$ cat config.mk
export PLATFORM = sky130hd
export DESIGN_NAME = muldiv_unit_flat
export DESIGN_NICKNAME = d
export VERILOG_FILES = /design/src/rtl/muldiv_pkg.sv /design/src/rtl/muldiv_if.sv /design/src/rtl/muldiv_ctrl.sv /design/src/rtl/muldiv_unit.sv /design/src/flat_wrapper.sv
export SDC_FILE = /design/constraint.sdc
export NUM_CORES = 1
export LEC_CHECK = 0
export BUFFER_PORTS_ARGS = -buffer_cell sky130_fd_sc_hd__buf_2
export CORE_ASPECT_RATIO = 1.4
export CORE_UTILIZATION = 45
export CTS_BUF_LIST = sky130_fd_sc_hd__clkbuf_8
export DETAILED_ROUTE_END_ITERATION = 8
export HOLD_SLACK_MARGIN = 0.1
export PLACE_DENSITY_LB_ADDON = 0.3
export SETUP_SLACK_MARGIN = 0.2
export SLEW_MARGIN = 20
export SYNTH_ARGS = -nofsm -noshare
export SYNTH_HDL_FRONTEND = slang
export SYNTH_SLANG_ARGS = --single-unit
$ cat constraint.sdc
create_clock -name clk -period 3.2 [get_ports clk]
set_input_delay 0 -clock clk [delete_from_list [all_inputs] [get_ports clk]]
set_output_delay 0 -clock clk [all_outputs]
set_load 0.01 [all_outputs]
$ cat src/rtl/muldiv_pkg.sv
// Shared definitions for the iterative multiply/divide unit: operation
// codes, controller state encoding and the hardwired-zero register index.
package muldiv_pkg;

  typedef enum logic [1:0] {
    OP_MUL   = 2'b00,
    OP_MULHU = 2'b01,
    OP_DIVU  = 2'b10,
    OP_REMU  = 2'b11
  } op_e;

  typedef enum logic [1:0] {
    S_IDLE = 2'b00,
    S_RUN  = 2'b01,
    S_DONE = 2'b10
  } state_e;

  // Writes to this register index are suppressed.
  localparam int REG_ZERO = 0;

  // Divide-class operations use the restoring divider path.
  function automatic logic op_is_div(input op_e op);
    return op[1];
  endfunction

  // MULHU and REMU return the upper half of the accumulator.
  function automatic logic op_hi_word(input op_e op);
    return op[0];
  endfunction

endpackage

$ cat src/rtl/muldiv_if.sv
// Request / write-back bundle between the register file read ports, the
// multiply/divide unit and the register file write mux.
interface muldiv_if import muldiv_pkg::*; #(
  parameter int WIDTH      = 32,
  parameter int REG_ADDR_W = 5
) ();

  logic                  start;
  op_e                   op;
  logic [WIDTH-1:0]      src_a;
  logic [WIDTH-1:0]      src_b;
  logic [REG_ADDR_W-1:0] dest;
  logic                  busy;
  logic                  done;
  logic                  wr_en;
  logic [REG_ADDR_W-1:0] wr_addr;
  logic [WIDTH-1:0]      wr_data;

  modport master (
    output start, op, src_a, src_b, dest,
    input  busy, done, wr_en, wr_addr, wr_data
  );

  modport slave (
    input  start, op, src_a, src_b, dest,
    output busy, done, wr_en, wr_addr, wr_data
  );

endinterface

$ cat src/rtl/muldiv_ctrl.sv
// Controller for the multiply/divide unit: IDLE -> RUN -> DONE -> IDLE
// sequencing, iteration counter and registered busy/done/wr_en strobes.
// early_out, when high in IDLE with start, jumps straight to DONE.
module muldiv_ctrl import muldiv_pkg::*; #(
  parameter int WIDTH = 32
) (
  input  logic clk,
  input  logic rst,
  input  logic start,
  input  logic early_out,
  input  logic dest_nz,
  output logic accept,
  output logic run,
  output logic enter_done,
  output logic busy,
  output logic done,
  output logic wr_en
);

  localparam int                CNT_W    = $clog2(WIDTH);
  localparam logic [CNT_W-1:0]  CNT_LAST = CNT_W'(WIDTH - 1);

  state_e           state_q, state_d;
  logic [CNT_W-1:0] cnt_q, cnt_d;
  logic             busy_q, busy_d;
  logic             done_q, done_d;
  logic             wr_en_q, wr_en_d;

  // State, counter and output strobe registers with synchronous reset.
  // NOTE: sequential state uses non-blocking assignment so every flop samples
  // pre-edge values regardless of statement order.
  always_ff @(posedge clk) begin
    if (rst) begin
      state_q <= S_IDLE;
      cnt_q   <= '0;
      busy_q  <= 1'b0;
      done_q  <= 1'b0;
      wr_en_q <= 1'b0;
    end else begin
      state_q <= state_d;
      cnt_q   <= cnt_d;
      busy_q  <= busy_d;
      done_q  <= done_d;
      wr_en_q <= wr_en_d;
    end
  end

  // Next-state and counter logic.
  // NOTE: defaults first so no path through the case leaves a value unassigned
  // (which would infer a latch).
  always_comb begin
    state_d = state_q;
    cnt_d   = cnt_q;
    unique case (state_q)
      S_IDLE: begin
        if (start) begin
          cnt_d   = CNT_LAST;
          state_d = early_out ? S_DONE : S_RUN;
        end
      end
      S_RUN: begin
        if (cnt_q == '0) state_d = S_DONE;
        else             cnt_d   = cnt_q - 1'b1;
      end
      S_DONE:  state_d = S_IDLE;
      default: state_d = S_IDLE;
    endcase
  end

  // Datapath controls and next values of the registered strobes.
  always_comb begin
    accept     = (state_q == S_IDLE) && start;
    run        = (state_q == S_RUN);
    enter_done = (state_d == S_DONE);
    busy_d     = (state_d != S_IDLE);
    done_d     = enter_done;
    wr_en_d    = enter_done && dest_nz;
  end

  assign busy  = busy_q;
  assign done  = done_q;
  assign wr_en = wr_en_q;

endmodule

$ cat src/rtl/muldiv_unit.sv
// Iterative unsigned multiply/divide unit. One shift-add (MUL/MULHU) or
// restoring-division (DIVU/REMU) step per cycle over a 2*WIDTH accumulator;
// the result is returned as a one-cycle register write request.
// Optional build macro MULDIV_EARLY_OUT_EN: a zero operand skips the
// iteration phase and completes in the cycle after accept.
module muldiv_unit import muldiv_pkg::*; #(
  parameter int WIDTH      = 32,
  parameter int REG_ADDR_W = 5
) (
  input  logic     clk,
  input  logic     rst,
  muldiv_if.slave  bus
);

  logic [WIDTH-1:0]      a_q, a_d;
  logic [WIDTH-1:0]      b_q, b_d;
  op_e                   op_q, op_d;
  logic [REG_ADDR_W-1:0] dest_q, dest_d;
  logic [2*WIDTH-1:0]    acc_q, acc_d;
  logic [WIDTH-1:0]      wr_data_q, wr_data_d;
  logic [REG_ADDR_W-1:0] wr_addr_q, wr_addr_d;

  logic                  accept, run, enter_done;
  logic                  early_out, dest_nz;

  // Iteration temporaries.
  logic [WIDTH:0]        sum;     // upper half plus multiplicand, with carry
  logic [WIDTH:0]        rem_sh;  // partial remainder shifted left one place
  logic [WIDTH-1:0]      diff;
  logic                  fits;

`ifdef MULDIV_EARLY_OUT_EN
  assign early_out = (bus.src_a == '0) || (bus.src_b == '0);
`else
  assign early_out = 1'b0;
`endif

  assign dest_nz = (dest_d != REG_ADDR_W'(REG_ZERO));

  muldiv_ctrl #(.WIDTH(WIDTH)) u_ctrl (
    .clk        (clk),
    .rst        (rst),
    .start      (bus.start),
    .early_out  (early_out),
    .dest_nz    (dest_nz),
    .accept     (accept),
    .run        (run),
    .enter_done (enter_done),
    .busy       (bus.busy),
    .done       (bus.done),
    .wr_en      (bus.wr_en)
  );

  // Operand latch, accumulator iteration and result capture.
  always_comb begin
    a_d       = a_q;
    b_d       = b_q;
    op_d      = op_q;
    dest_d    = dest_q;
    acc_d     = acc_q;
    wr_data_d = wr_data_q;
    wr_addr_d = wr_addr_q;
    sum       = '0;
    rem_sh    = '0;
    diff      = '0;
    fits      = 1'b0;

    if (accept) begin
      a_d    = bus.src_a;
      b_d    = bus.src_b;
      op_d   = bus.op;
      dest_d = bus.dest;
      if (early_out) begin
        // Preload what the full algorithm would leave behind.
        if (op_is_div(bus.op) && (bus.src_b == '0))
          acc_d = {bus.src_a, {WIDTH{1'b1}}};
        else
          acc_d = '0;
      end else if (op_is_div(bus.op)) begin
        // {remainder, quotient}; the dividend shifts out of the low half.
        acc_d = {{WIDTH{1'b0}}, bus.src_a};
      end else begin
        // Low half doubles as the multiplier shift register.
        acc_d = {{WIDTH{1'b0}}, bus.src_b};
      end
    end else if (run) begin
      if (!op_is_div(op_q)) begin
        sum   = {1'b0, acc_q[2*WIDTH-1:WIDTH]} + (acc_q[0] ? {1'b0, a_q} : '0);
        acc_d = {sum, acc_q[WIDTH-1:1]};
      end else begin
        rem_sh = acc_q[2*WIDTH-1:WIDTH-1];
        fits   = (rem_sh >= {1'b0, b_q});
        diff   = rem_sh[WIDTH-1:0] - b_q;
        if (fits) acc_d = {diff,               acc_q[WIDTH-2:0], 1'b1};
        else      acc_d = {rem_sh[WIDTH-1:0],  acc_q[WIDTH-2:0], 1'b0};
      end
    end

    if (enter_done) begin
      wr_data_d = op_hi_word(op_d) ? acc_d[2*WIDTH-1:WIDTH] : acc_d[WIDTH-1:0];
      wr_addr_d = dest_d;
    end
  end

  // Datapath registers; cleared on reset so the write port reads zero.
  always_ff @(posedge clk) begin
    if (rst) begin
      a_q       <= '0;
      b_q       <= '0;
      op_q      <= OP_MUL;
      dest_q    <= '0;
      acc_q     <= '0;
      wr_data_q <= '0;
      wr_addr_q <= '0;
    end else begin
      a_q       <= a_d;
      b_q       <= b_d;
      op_q      <= op_d;
      dest_q    <= dest_d;
      acc_q     <= acc_d;
      wr_data_q <= wr_data_d;
      wr_addr_q <= wr_addr_d;
    end
  end

  assign bus.wr_data = wr_data_q;
  assign bus.wr_addr = wr_addr_q;

endmodule
$ cat src/flat_wrapper.sv
// flat-port wrapper written by rule: the top's interface ports become plain ports
module muldiv_unit_flat import muldiv_pkg::*;
#(
  parameter int WIDTH      = 32,
  parameter int REG_ADDR_W = 5
)
  (clk, rst, bus_start, bus_op, bus_src_a, bus_src_b, bus_dest, bus_busy, bus_done, bus_wr_en, bus_wr_addr, bus_wr_data);
  muldiv_if #(.WIDTH(WIDTH), .REG_ADDR_W(REG_ADDR_W)) bus_i ();
  input  logic clk;
  input  logic rst;
  input wire logic [$bits(bus_i.start)-1:0] bus_start;
  input wire logic [$bits(bus_i.op)-1:0] bus_op;
  input wire logic [$bits(bus_i.src_a)-1:0] bus_src_a;
  input wire logic [$bits(bus_i.src_b)-1:0] bus_src_b;
  input wire logic [$bits(bus_i.dest)-1:0] bus_dest;
  output wire logic [$bits(bus_i.busy)-1:0] bus_busy;
  output wire logic [$bits(bus_i.done)-1:0] bus_done;
  output wire logic [$bits(bus_i.wr_en)-1:0] bus_wr_en;
  output wire logic [$bits(bus_i.wr_addr)-1:0] bus_wr_addr;
  output wire logic [$bits(bus_i.wr_data)-1:0] bus_wr_data;
  assign bus_i.start = bus_start;
  assign bus_i.op = bus_op;
  assign bus_i.src_a = bus_src_a;
  assign bus_i.src_b = bus_src_b;
  assign bus_i.dest = bus_dest;
  assign bus_busy = bus_i.busy;
  assign bus_done = bus_i.done;
  assign bus_wr_en = bus_i.wr_en;
  assign bus_wr_addr = bus_i.wr_addr;
  assign bus_wr_data = bus_i.wr_data;
  muldiv_unit #(.WIDTH(WIDTH), .REG_ADDR_W(REG_ADDR_W)) u_core (.clk(clk), .rst(rst), .bus(bus_i));
endmodule
==> Implementation_results.wiki <==
{| class="wikitable"
! Metric !! Value
|-
| Insertion delay of the later-clocked pin in the worst-skew pair || 0.53 ns
|-
| Most frequently used flop master after synthesis || dfxtp_1
|-
| Via density || around 6.1
|-
| Async set or reset register ratio after synthesis || 0%
|-
| Average routed wire per standard cell || around 22 um
|-
| Post-synthesis cell type count || 79
|-
| Internal || roughly 4.5 mW
|-
| HPWL Detailed || approximately 35 mm
|-
| Clock slew at reported path FFs || around 0.11 ns
|-
| Post-synthesis sequential area ratio || between 20 and 30%
|-
| Number of nets produced by synthesis || around 1,800
|-
| Crit path launch type || flop
|-
| Critical Path Sink Type || flop
|-
| CTS Buf Count || 17
|-
| Violated checks || negative setup slack
|-
| Total Die Area || between 0.02 and 0.03 mm^2
|-
| Kind of critical path || flop to flop
|-
| Area of the mapped netlist || around 0.012 mm^2
|-
| Last weighted congestion value of the routability-driven placer || 0.9959
|-
| Power per Cell Area || roughly 430 mW/mm^2
|-
| Final hold viol count || 0
|-
| Setup ws final || -0.07237 ns
|-
| Sequential share of power || 34.8%
|-
| Width of the die || 142.1 um
|-
| Reg-to-Reg Start || u_core.acc_q[0]$_SDFF_PP0_
|-
| Number of failing setup endpoints in the final timing report || 3
|-
| Layout Skew || between 0.02 and 0.025 ns
|-
| Tightest slew margin relative to the limit || about a third
|-
| Inst Count DP || 2,191
|-
| Summed area of non-filler cells in the final layout || between 0.015 and 0.02 mm^2
|-
| CTS root buffer || clkbuf_8
|-
| Biggest fanout along the worst timing path || 7
|-
| Total power after layout || about 7.4 mW
|-
| Max rail drop VDD || ~0.00047 V
|-
| Number of standard cells in the layout, taps in and fillers out || ~2,400
|-
| Number of enable-type register cells in the synthesized netlist || 0
|-
| Synthesized-area fraction occupied by ao, oa, aoi and oai cells || between 20% and 30%
|-
| Portion of synthesized cell area occupied by the leading cell type || 29.45%
|-
| Ports placed on the boundary || approximately 110
|-
| Post-Synth XOR/XNOR Area || between 2 and 3%
|-
| Period minus WS final || roughly 3.3 ns
|-
| Arr. time, crit path || ~3.7 ns
|-
| Layout Nets || 2,161
|-
| Part of the power in combinational logic || roughly 44%
|-
| Number of H-tree levels || 4
|-
| Height of the die || 198.2 um
|-
| Total global-route track usage || a little over a third
|-
| ANT nets after route || 0
|-
| Layout overhead on the synthesized area || 41.22%
|-
| Violation count after the first detailed-route iteration || 1,356
|-
| Number of design rule violations left after detail routing || 0
|-
| Path type of the worst min-delay path || input port to flop
|-
| Fraction of the mapped netlist area in adder cells || 6.998%
|-
| Number of fill cells in the layout || between 2,000 and 2,500
|-
| Total detailed-routing wirelength || between 50 and 60 mm
|-
| Instance area after placement || approximately 0.014 mm^2
|-
| Global-route wire length before repair || slightly below 80 mm
|-
| Highest attainable clock frequency || between 0.3 and 0.4 GHz
|-
| Area occupied by registers || about 0.0037 mm^2
|-
| Post-synthesis area per instance || between 7 and 8 um^2
|-
| Combinational family with the most area after synthesis || compound AO/OA/AOI/OAI gates
|-
| Maximum number of pins on one net before global-route repair || 88
|-
| Rows || a little over 70
|-
| WP data required || 3.64 ns
|-
| Placeable core area || between 0.02 and 0.03 mm^2
|-
| Least-Margin Pin Slew || slightly below 1 ns
|-
| Initial antenna violation count || 0
|-
| Final clock period utilization by the worst path || 102.3%
|-
| Number of synthesis warnings || 0
|-
| Ant. Diodes || 0
|-
| Layout cells sized above 1 || between 20% and 30%
|-
| CTS sink cnt || roughly 180
|-
| GR Overflow Total || 0
|-
| Setup repair after global routing missed its margin || true
|-
| Top cell type by total area after synthesis || dfxtp_1
|-
| CTS tree || done
|-
| Hold Crit Start || bus_src_b[2]
|-
| Maximum buffer depth of the clock tree || 2
|-
| CP Launch Point || u_core.acc_q[0]$_SDFF_PP0_
|-
| Clock network fraction of total power || between 20% and 30%
|-
| Final max-slew violation count || 0
|-
| Worst-case setup slack after placement || -0.2518 ns
|-
| Syn Inst Count || roughly 1,700
|-
| Fraction of the mapped netlist area in simple logic gates || about 22%
|-
| Pre-Repair DR Iteration Count || 6
|-
| Area taken by multi-input logic gates || about 0.0094 mm^2
|-
| Final core utilization || ~65%
|-
| Total of max-cap violations || 0
|-
| Result of the run || finished with violations
|-
| Portion of netlist area occupied by mux cells || between 6 and 7%
|-
| Vias in the first global route || 14,120
|-
| Port bufs || about 110
|-
| Static leakage || about 7.3 nW
|-
| Switching pwr || 2.969 mW
|-
| Fraction of power spent switching nets || between 30% and 40%
|-
| Synth Register Bits || 182
|-
| Number of vias after detailed routing || between 10,000 and 15,000
|-
| Largest cells by area after synthesis || dfxtp_1 29%, a21oi_1 8.1%, nand2_1 7.0%
|-
| Initial standard-cell utilization of the core || about 46%
|}
==> worst paths after layout <==
path	endpoint	slack, ns	depth (start not counted)
setup / recovery	u_core.acc_q[57]$_SDFF_PP0_	-0.07	13
hold / removal	u_core.b_q[2]$_SDFFE_PP0P_	0.26	4
setup reg to reg	u_core.acc_q[57]$_SDFF_PP0_	-0.07	13
hold reg to reg	u_core.b_q[6]$_SDFFE_PP0P_	0.46	2
==> area by class of cell <==
class                           instances  share of cell area, %
Clock buffer                           18                  1.418
Sequential cell                       182                  21.11
Multi-Input combinational cell       1327                  53.59
Timing Repair Buffer                  429                  19.29
Tap cell                              365                  2.614
Clock inverter                         13                 0.6302
Inverter                               62                  1.346
==> kinds of logic (layout without fill, tap and decap cells) <==
logic type,after synthesis,in the layout
AND/OR/NAND/NOR,614,614
adder cells (fa/ha/maj),68,68
flip-flops,182,182
buffers and inverters,171,522
XOR/XNOR,40,40
multiplexers,77,77
AO/OA/AOI/OAI,528,528
==> through the flow <==
stage / setup TNS, ns / hold WS, ns
2_1_floorplan: 0 / 0.1360
3_3_place_gp: -0.6242 / 0.2533
3_5_place_dp: -1.448 / 0.2576
4_1_cts: -0.1331 / 0.1803
5_1_grt: -0.7100 / 0.2564
6_report: -0.1694 / 0.2558
==> per-layer routing <==
| layer | wire [um] | GRT usage [%] | up-vias |
|---|---|---|---|
| li1 | - | - | 6647 |
| met1 | 18920 | 42.03 | 6812 |
| met2 | 24740 | 60.88 | 917 |
| met3 | 4952 | 6.409 | 296 |
| met4 | 4073 | 24.05 | 0 |
| met5 | 0 | 0 | - |
==> what timing repair did <==
item,in CTS,in global routing
endpoints found under the hold margin,119,0
setup buffers,25,30
cloned,1,2
pin swaps,61,105
hold buffers,116,0
endpoints found under the setup margin,56,61
resized for setup,122,183
==> state kept, by name, summed over array words and instances, names as in the netlist <==
name	cells
u_core.a_q	32
u_core.acc_q	64
u_core.b_q	32
u_core.bus.wr_addr	5
u_core.bus.wr_data	32
u_core.dest_q	5
u_core.op_q	2
u_core.u_ctrl.busy	1
u_core.u_ctrl.cnt_q	5
u_core.u_ctrl.done	1
u_core.u_ctrl.state_q	2
u_core.u_ctrl.wr_en	1
==> synthesized netlist by cell type (all sizes together), types with 4 or more instances <==
library cell	n
a211o	4
a211oi	35
a21boi	8
a21o	24
a21oi	201
a311oi	8
a31o	4
a31oi	18
a41oi	4
and2	41
and3	9
buf	22
clkbuf	87
dfxtp	182
ha	66
inv	62
mux2	10
mux2i	67
nand2	231
nand2b	8
nand3	40
nand4	7
nor2	186
nor2b	13
nor3	41
nor3b	5
nor4	5
o211a	6
o211ai	16
o21a	18
o21ai	118
o21bai	7
o22ai	7
o311a	5
o311ai	4
o31a	9
o31ai	10
or2	5
or3	12
xnor2	27
xor2	13
==> cells in the final DEF, fill, tap and decap left out, types with 19 or more instances in the layout <==
| cell | netlist | layout |
|---|---|---|
| a21oi_2 | 1 | 20 |
| o21ai_0 | 117 | 88 |
| a21oi_1 | 200 | 176 |
| dlygate4sd3_1 | 0 | 116 |
| inv_1 | 62 | 55 |
| a211oi_1 | 32 | 24 |
| ha_1 | 66 | 34 |
| ha_4 | 0 | 29 |
| o21ai_1 | 1 | 19 |
| mux2i_1 | 67 | 67 |
| nand3_1 | 40 | 35 |
| buf_4 | 2 | 178 |
| and2_1 | 41 | 32 |
| buf_2 | 10 | 112 |
| dfxtp_1 | 182 | 154 |
| xnor2_1 | 27 | 24 |
| nand2_1 | 230 | 221 |
| nor3_1 | 40 | 28 |
| a21o_1 | 24 | 24 |
| nor2_1 | 185 | 179 |
| dfxtp_2 | 0 | 24 |
==> power groups by stage <==
stage	clock, mW	sequential, mW	combinational, mW
final	1.57	2.59	3.28
after global routing	1.64	2.60	3.45
after CTS	1.57	2.57	2.81
after detailed placement	0	2.62	2.46
after global placement	0	2.62	2.44
after floorplan	0	2.58	1.57
==> critical path, stage by stage, from the launching register on <==
cell and delay [ns]:
dfxtp_4 0.40, and2_4 0.15, ha_4 0.15, inv_2 0.05, fa_2 0.22, nor2b_4 0.05, o31a_1 0.30, o31a_1 0.37
o211a_1 0.27, or2_4 0.26, a211oi_2 0.21, mux2_4 0.33, or3_1 0.30, a21oi_1 0.13
(Power assumes the default switching activity.)
